--- src/rtl/lsu_pkg.sv ---
// Shared types and encodings for the memory-stage load/store controller.
package lsu_pkg;

    typedef enum logic [1:0] {
        ST_IDLE     = 2'd0,
        ST_WAIT_GNT = 2'd1,
        ST_WAIT_RSP = 2'd2,
        ST_DONE     = 2'd3
    } lsu_state_e;

    localparam logic [1:0] SZ_BYTE = 2'b00;
    localparam logic [1:0] SZ_HALF = 2'b01;
    localparam logic [1:0] SZ_WORD = 2'b10;

    localparam logic [1:0] RES_ALU = 2'b00;
    localparam logic [1:0] RES_MEM = 2'b01;
    localparam logic [1:0] RES_PC4 = 2'b10;

    // The reserved size encoding behaves as a word access.
    function automatic logic is_misaligned(input logic [1:0] tc, input logic [1:0] a);
        case (tc)
            SZ_BYTE: return 1'b0;
            SZ_HALF: return a[0];
            default: return a != 2'b00;
        endcase
    endfunction

endpackage

--- src/rtl/mem_access_ctrl_if.sv ---
// Data-memory request/grant/response bus seen from the load/store controller.
interface mem_access_ctrl_if #(parameter int DATA_WIDTH = 32);
    logic                    dmem_req;
    logic                    dmem_we;
    logic [DATA_WIDTH-1:0]   dmem_addr;
    logic [DATA_WIDTH/8-1:0] dmem_be;
    logic [DATA_WIDTH-1:0]   dmem_wdata;
    logic                    dmem_gnt;
    logic                    dmem_rvalid;
    logic [DATA_WIDTH-1:0]   dmem_rdata;

    modport master (
        output dmem_req, dmem_we, dmem_addr, dmem_be, dmem_wdata,
        input  dmem_gnt, dmem_rvalid, dmem_rdata
    );

    modport slave (
        input  dmem_req, dmem_we, dmem_addr, dmem_be, dmem_wdata,
        output dmem_gnt, dmem_rvalid, dmem_rdata
    );
endinterface

--- src/rtl/lsu_align.sv ---
// Store byte-lane steering and load-data extraction/extension (purely combinational).
module lsu_align
    import lsu_pkg::*;
#(
    parameter int DATA_WIDTH = 32
) (
    input  logic [1:0]              type_i,
    input  logic [1:0]              addr_i,
    input  logic                    sign_ext_i,
    input  logic [DATA_WIDTH-1:0]   wdata_i,
    input  logic [DATA_WIDTH-1:0]   rdata_i,
    output logic [DATA_WIDTH/8-1:0] be_o,
    output logic [DATA_WIDTH-1:0]   wdata_o,
    output logic [DATA_WIDTH-1:0]   ldata_o
);
    logic [7:0]  byte_sel;
    logic [15:0] half_sel;

    always_comb begin
        be_o    = 4'b1111;
        wdata_o = wdata_i;
        case (type_i)
            SZ_BYTE: begin
                be_o    = 4'b0001 << addr_i;
                wdata_o = {4{wdata_i[7:0]}};
            end
            SZ_HALF: begin
                be_o    = addr_i[1] ? 4'b1100 : 4'b0011;
                wdata_o = {2{wdata_i[15:0]}};
            end
            default: ;
        endcase
    end

    always_comb begin
        case (addr_i)
            2'd0:    byte_sel = rdata_i[7:0];
            2'd1:    byte_sel = rdata_i[15:8];
            2'd2:    byte_sel = rdata_i[23:16];
            default: byte_sel = rdata_i[31:24];
        endcase
        half_sel = addr_i[1] ? rdata_i[31:16] : rdata_i[15:0];

        case (type_i)
            SZ_BYTE: ldata_o = {{24{sign_ext_i & byte_sel[7]}}, byte_sel};
            SZ_HALF: ldata_o = {{16{sign_ext_i & half_sel[15]}}, half_sel};
            default: ldata_o = rdata_i;
        endcase
    end
endmodule

--- src/rtl/mem_access_ctrl.sv ---
// Memory-stage load/store controller: request/grant/response FSM, pipeline stall, load result register.
// Optional LSU_MISALIGN_TRAP_EN: misaligned half/word accesses skip the bus and raise M_misalign.
module mem_access_ctrl
    import lsu_pkg::*;
#(
    parameter int DATA_WIDTH = 32
) (
    input  logic                  clk,
    input  logic                  rst,
    input  logic                  M_mem_write,
    input  logic [1:0]            M_result_src,
    input  logic [1:0]            M_type_control,
    input  logic                  M_sign_ext_flag,
    input  logic [DATA_WIDTH-1:0] M_alu_result,
    input  logic [DATA_WIDTH-1:0] M_write_data,
    output logic                  M_stall,
    output logic [DATA_WIDTH-1:0] M_load_data,
    output logic                  M_misalign,
    mem_access_ctrl_if.master     dmem
);
    lsu_state_e            state_q;
    logic [DATA_WIDTH-1:0] load_data_q;
    logic                  misalign_q;

    logic                    is_store, is_load, access, trap, issue;
    logic [DATA_WIDTH/8-1:0] be_w;
    logic [DATA_WIDTH-1:0]   wdata_w, ldata_w;

    // A store wins when both write and load-select are set.
    assign is_store = M_mem_write;
    assign is_load  = ~M_mem_write & (M_result_src == RES_MEM);
    assign access   = is_store | is_load;

`ifdef LSU_MISALIGN_TRAP_EN
    assign trap = access & is_misaligned(M_type_control, M_alu_result[1:0]);
`else
    assign trap = 1'b0;
`endif

    lsu_align #(.DATA_WIDTH(DATA_WIDTH)) u_align (
        .type_i     (M_type_control),
        .addr_i     (M_alu_result[1:0]),
        .sign_ext_i (M_sign_ext_flag),
        .wdata_i    (M_write_data),
        .rdata_i    (dmem.dmem_rdata),
        .be_o       (be_w),
        .wdata_o    (wdata_w),
        .ldata_o    (ldata_w)
    );

    // Request is gated by reset so it drops the instant reset asserts.
    assign issue = rst & access & ~trap &
                   ((state_q == ST_IDLE) | (state_q == ST_WAIT_GNT));

    assign dmem.dmem_req   = issue;
    assign dmem.dmem_we    = issue & is_store;
    assign dmem.dmem_be    = issue ? be_w : '0;
    assign dmem.dmem_addr  = {M_alu_result[DATA_WIDTH-1:2], 2'b00};
    assign dmem.dmem_wdata = wdata_w;

    assign M_stall     = access & (state_q != ST_DONE);
    assign M_load_data = load_data_q;
    assign M_misalign  = misalign_q;

    always_ff @(posedge clk or negedge rst) begin
        if (!rst) begin
            state_q     <= ST_IDLE;
            load_data_q <= '0;
            misalign_q  <= 1'b0;
        end else begin
            misalign_q <= 1'b0;
            case (state_q)
                ST_IDLE: begin
                    if (trap) begin
                        state_q    <= ST_DONE;
                        misalign_q <= 1'b1;
                        if (is_load) load_data_q <= '0;
                    end else if (access) begin
                        if (dmem.dmem_gnt) state_q <= is_store ? ST_DONE : ST_WAIT_RSP;
                        else               state_q <= ST_WAIT_GNT;
                    end
                end
                ST_WAIT_GNT: begin
                    if (dmem.dmem_gnt) state_q <= is_store ? ST_DONE : ST_WAIT_RSP;
                end
                ST_WAIT_RSP: begin
                    if (dmem.dmem_rvalid) begin
                        load_data_q <= ldata_w;
                        state_q     <= ST_DONE;
                    end
                end
                default: state_q <= ST_IDLE;
            endcase
        end
    end
endmodule
--- src/flat_wrapper.sv ---
// flat-port wrapper written by rule: the top's interface ports become plain ports
module mem_access_ctrl_flat import lsu_pkg::*;
#(
    parameter int DATA_WIDTH = 32
)
  (clk, rst, M_mem_write, M_result_src, M_type_control, M_sign_ext_flag, M_alu_result, M_write_data, M_stall, M_load_data, M_misalign, dmem_dmem_req, dmem_dmem_we, dmem_dmem_addr, dmem_dmem_be, dmem_dmem_wdata, dmem_dmem_gnt, dmem_dmem_rvalid, dmem_dmem_rdata);
  mem_access_ctrl_if #(.DATA_WIDTH(DATA_WIDTH)) dmem_i ();
  input  logic clk;
  input  logic rst;
  input  logic M_mem_write;
  input  logic [1:0] M_result_src;
  input  logic [1:0] M_type_control;
  input  logic M_sign_ext_flag;
  input  logic [DATA_WIDTH-1:0] M_alu_result;
  input  logic [DATA_WIDTH-1:0] M_write_data;
  output logic M_stall;
  output logic [DATA_WIDTH-1:0] M_load_data;
  output logic M_misalign;
  output wire logic [$bits(dmem_i.dmem_req)-1:0] dmem_dmem_req;
  output wire logic [$bits(dmem_i.dmem_we)-1:0] dmem_dmem_we;
  output wire logic [$bits(dmem_i.dmem_addr)-1:0] dmem_dmem_addr;
  output wire logic [$bits(dmem_i.dmem_be)-1:0] dmem_dmem_be;
  output wire logic [$bits(dmem_i.dmem_wdata)-1:0] dmem_dmem_wdata;
  input wire logic [$bits(dmem_i.dmem_gnt)-1:0] dmem_dmem_gnt;
  input wire logic [$bits(dmem_i.dmem_rvalid)-1:0] dmem_dmem_rvalid;
  input wire logic [$bits(dmem_i.dmem_rdata)-1:0] dmem_dmem_rdata;
  assign dmem_dmem_req = dmem_i.dmem_req;
  assign dmem_dmem_we = dmem_i.dmem_we;
  assign dmem_dmem_addr = dmem_i.dmem_addr;
  assign dmem_dmem_be = dmem_i.dmem_be;
  assign dmem_dmem_wdata = dmem_i.dmem_wdata;
  assign dmem_i.dmem_gnt = dmem_dmem_gnt;
  assign dmem_i.dmem_rvalid = dmem_dmem_rvalid;
  assign dmem_i.dmem_rdata = dmem_dmem_rdata;
  mem_access_ctrl #(.DATA_WIDTH(DATA_WIDTH)) u_core (.clk(clk), .rst(rst), .M_mem_write(M_mem_write), .M_result_src(M_result_src), .M_type_control(M_type_control), .M_sign_ext_flag(M_sign_ext_flag), .M_alu_result(M_alu_result), .M_write_data(M_write_data), .M_stall(M_stall), .M_load_data(M_load_data), .M_misalign(M_misalign), .dmem(dmem_i));
endmodule
--- config.mk ---
export PLATFORM = sky130hd
export DESIGN_NAME = mem_access_ctrl_flat
export DESIGN_NICKNAME = d
export VERILOG_FILES = /design/src/rtl/lsu_pkg.sv /design/src/rtl/mem_access_ctrl_if.sv /design/src/rtl/lsu_align.sv /design/src/rtl/mem_access_ctrl.sv /design/src/flat_wrapper.sv
export SDC_FILE = /design/constraint.sdc
export NUM_CORES = 1
export LEC_CHECK = 0
export BUFFER_PORTS_ARGS = -buffer_cell sky130_fd_sc_hd__buf_2
export CAP_MARGIN = 20
export CELL_PAD_IN_SITES_DETAIL_PLACEMENT = 1
export CELL_PAD_IN_SITES_GLOBAL_PLACEMENT = 2
export CORE_MARGIN = 8
export CORE_UTILIZATION = 21
export DETAILED_ROUTE_END_ITERATION = 10
export MAX_ROUTING_LAYER = met4
export PLACE_DENSITY_LB_ADDON = 0.05
export REMOVE_ABC_BUFFERS = 1
export SKIP_CTS_REPAIR_TIMING = 1
export SLEW_MARGIN = 20
export SYNTH_ARGS = -nofsm -noshare
export SYNTH_HDL_FRONTEND = slang
export SYNTH_SLANG_ARGS = --single-unit
export TNS_END_PERCENT = 20
--- constraint.sdc ---
create_clock -name clk -period 5.4 [get_ports clk]
set_clock_uncertainty 0.15 [all_clocks]
set_input_delay 1.62 -clock clk [delete_from_list [all_inputs] [get_ports clk]]
set_output_delay 1.62 -clock clk [all_outputs]
set_load 0.02 [all_outputs]
==> metrics.md <==
| Metric | Value |
|---|---|
| Status | `complete, no violations` |
| Clock net sink count | `34` |
| Die Width | `128 µm` |
| Synthesized flop and latch total | `34` |
| Synthesized area per cell | `8.50 µm²` |
| Non-filler instance count after layout | `581` |
| Psw | `0.000675 W` |
| Worst setup margin | `0.955 ns` |
| Initial antenna violation count | `2` |
| Clock power frac | `20.8%` |
| CTS Buf Count | `5` |
| Vias in the first global route | `2,967` |
| Switching share of power | `43.8%` |
| Crit share post-route | `82.3%` |
| Wirelength, routed | `12.3 mm` |
| Fin. Hold Viols | `0` |
| MaxCap Viol Count | `0` |
| Initial Util | `21.6%` |
| Yosys warns | `0` |
| Core Area | `0.0121 mm²` |
| Placed insts | `571` |
| Hold_ws | `0.336 ns` |
| Power Internal | `0.000867 W` |
| Critical path data arrival time | `2.68 ns` |
| Buffer levels on the longest clock path | `2` |
| CTS tree | `done` |
| Iter 0 DRT Violations | `91` |
| Syn-to-layout area delta | `29.4%` |
| Crit path time final | `4.45 ns` |
| Full die area | `0.0163 mm²` |
| Synth top area cells | `dfrtp_1, buf_4, mux2_2, nand3_1, a21oi_1` |
| RSZ-0062 raised after global routing | `no` |
| Leakage | `1.71 nW` |
| Max FO, Critical Path | `15` |
| Via-to-Cell Ratio | `4.53` |
| Share of the synthesized area in the top cell type | `32.5%` |
| Detailed-placement wirelength estimate | `9.71 mm` |
| Routed vias | `2,630` |
| Global-route wire length before repair | `18.1 mm` |
| Placer Congestion | `0.697` |
| Commonest cells after routing, fill and taps aside | `buf_2, dfrtp_1, nand2_1` |
| Height of the die | `128 µm` |
| Synth area leader | `dfrtp_1` |
| Max Slew Vio Count | `0` |
| Port-buffer cells | `146` |
| Pre-CTS WS | `0.935 ns` |
| Most common cell after layout, fill and taps aside | `buf_2` |
| Syn Inst Count | `308` |
| Worst EP required | `3.63 ns` |
| Power Dens Cells | `456 mW/mm²` |
| Fin area | `0.00339 mm²` |
| Pre-antenna DRT Iters | `4` |
| Largest net degree at the start of global routing | `35` |
| Worst hold path type | `reg -> reg` |
| Grt ovf | `0` |
| Endpoints failing setup | `0` |
| Synth cell types | `32` |
| DP Area | `0.00321 mm²` |
| All-Layer GR Usage | `15.2%` |
| Sequential-to-total area share from yosys stat | `32.5%` |
| CTS H-tree lvls | `2` |
| Share of cells above drive strength 1 | `47.4%` |
| Nets | `520` |
| Startpoint Class | `input pin` |
| Worst-Skew Late Latency | `0.27 ns` |
| DR WL/cell | `21.1 µm` |
| Row cnt | `40` |
| DRC | `0` |
| Register share of total power | `29.6%` |
| Root Buffer | `clkbuf_16` |
| I/O Pins | `210` |
| CP Class | `in -> out` |
| Antenna-violating nets left | `0` |
| Worst VDD drop | `0.138 mV` |
| Clock slew at reported path FFs | `0.06 ns` |
| Worst Max-Slew Pin Slew | `0.957 ns` |
| Max Freq | `225 MHz` |
| Combinational share of power | `49.6%` |
| Worst slew margin | `36.2%` |
| CP endpoint kind | `primary output` |
| Synthesized cell area | `0.00262 mm²` |
| Final setup TNS | `0 ns` |
-- state kept, by name, summed over array words and instances, names as in the netlist --
register	cells
u_core.state_q	2
u_core.M_load_data	32
-- critical path: stages --
cell,delay [ns]
buf_2,0.31
inv_1,0.15
o21ai_0,0.18
nor2b_1,0.20
buf_2,0.20
-- cell families (layout without fill, tap and decap cells) --
group           Yosys count  count (layout)  synth area share (%)
other cells               1               5                 0.143
flops                    34              34                  32.5
buf+inv                  70             171                  17.0
compound gates           67              67                  15.5
simple gates             95              95                  17.5
mux                      37              37                  15.4
fa+ha+maj                 4               4                  1.91
-- cells in the mapped netlist --
cell / n
a21o_1: 1
a21oi_1: 24
a221oi_1: 7
a22oi_1: 8
a31oi_1: 1
a31oi_2: 1
and2_1: 2
and3_1: 1
buf_2: 5
buf_4: 43
buf_6: 2
clkbuf_1: 11
conb_1: 1
dfrtp_1: 34
ha_1: 4
inv_1: 9
mux2_2: 26
mux2i_1: 11
nand2_1: 30
nand3_1: 27
nand3_2: 1
nor2_1: 18
nor2_4: 1
nor2b_1: 4
nor3_2: 1
nor4_2: 1
o2111ai_2: 1
o21ai_0: 20
o21ai_1: 2
o22ai_1: 2
or2_2: 1
or3_1: 8
-- layout make-up --
cell class	instances	area, µm²
Fill cell	1517	8730
Sequential cell	34	851
Antenna cell	2	5.00
Inverter	9	33.8
Tap cell	168	210
Timing Repair Buffer	154	791
Clock buffer	8	166
Multi-Input combinational cell	206	1330
-- final timing paths --
kind / from / end / slack, ns / depth (start not counted)
worst max-delay path: M_alu_result[1] / dmem_dmem_be[2] / 0.95 / 5
max in group asynchronous: rst / u_core.M_load_data[7] / 3.47 / 2
worst max register to register: u_core.state_q[0] / u_core.M_load_data[23] / 3.08 / 6
worst min-delay path: u_core.M_load_data[19] / u_core.M_load_data[19] / 0.34 / 2
min in group asynchronous: rst / u_core.state_q[0] / 1.26 / 2
worst min register to register: u_core.M_load_data[19] / u_core.M_load_data[19] / 0.34 / 2
-- routing by layer --
layer,up-vias,track usage (%),part of all wire (%)
li1,1238,-,-
met1,1277,17.3,43
met2,109,23.3,46
met3,6,8.44,11
met4,0,2.38,0.80
met5,-,-,0
-- power groups by stage --
stage	Sequential (W)	Combinational (W)	Clock (W)
after floorplan	0.000602	0.000310	0
after global placement	0.000464	0.000779	0
after detailed placement	0.000462	0.000784	0
after CTS	0.000462	0.000785	0.000329
after global routing	0.000476	0.000842	0.000339
final	0.000457	0.000765	0.000321
-- stage by stage --
stage / power [W] / util, %
after global placement: 0.00124 / 26.5
after global routing: 0.00166 / 28.0
after CTS: 0.00158 / 27.9
final: 0.00154 / 28.0
after detailed placement: 0.00125 / 26.5
after floorplan: 0.000912 / -
(Power assumes the default switching activity.)
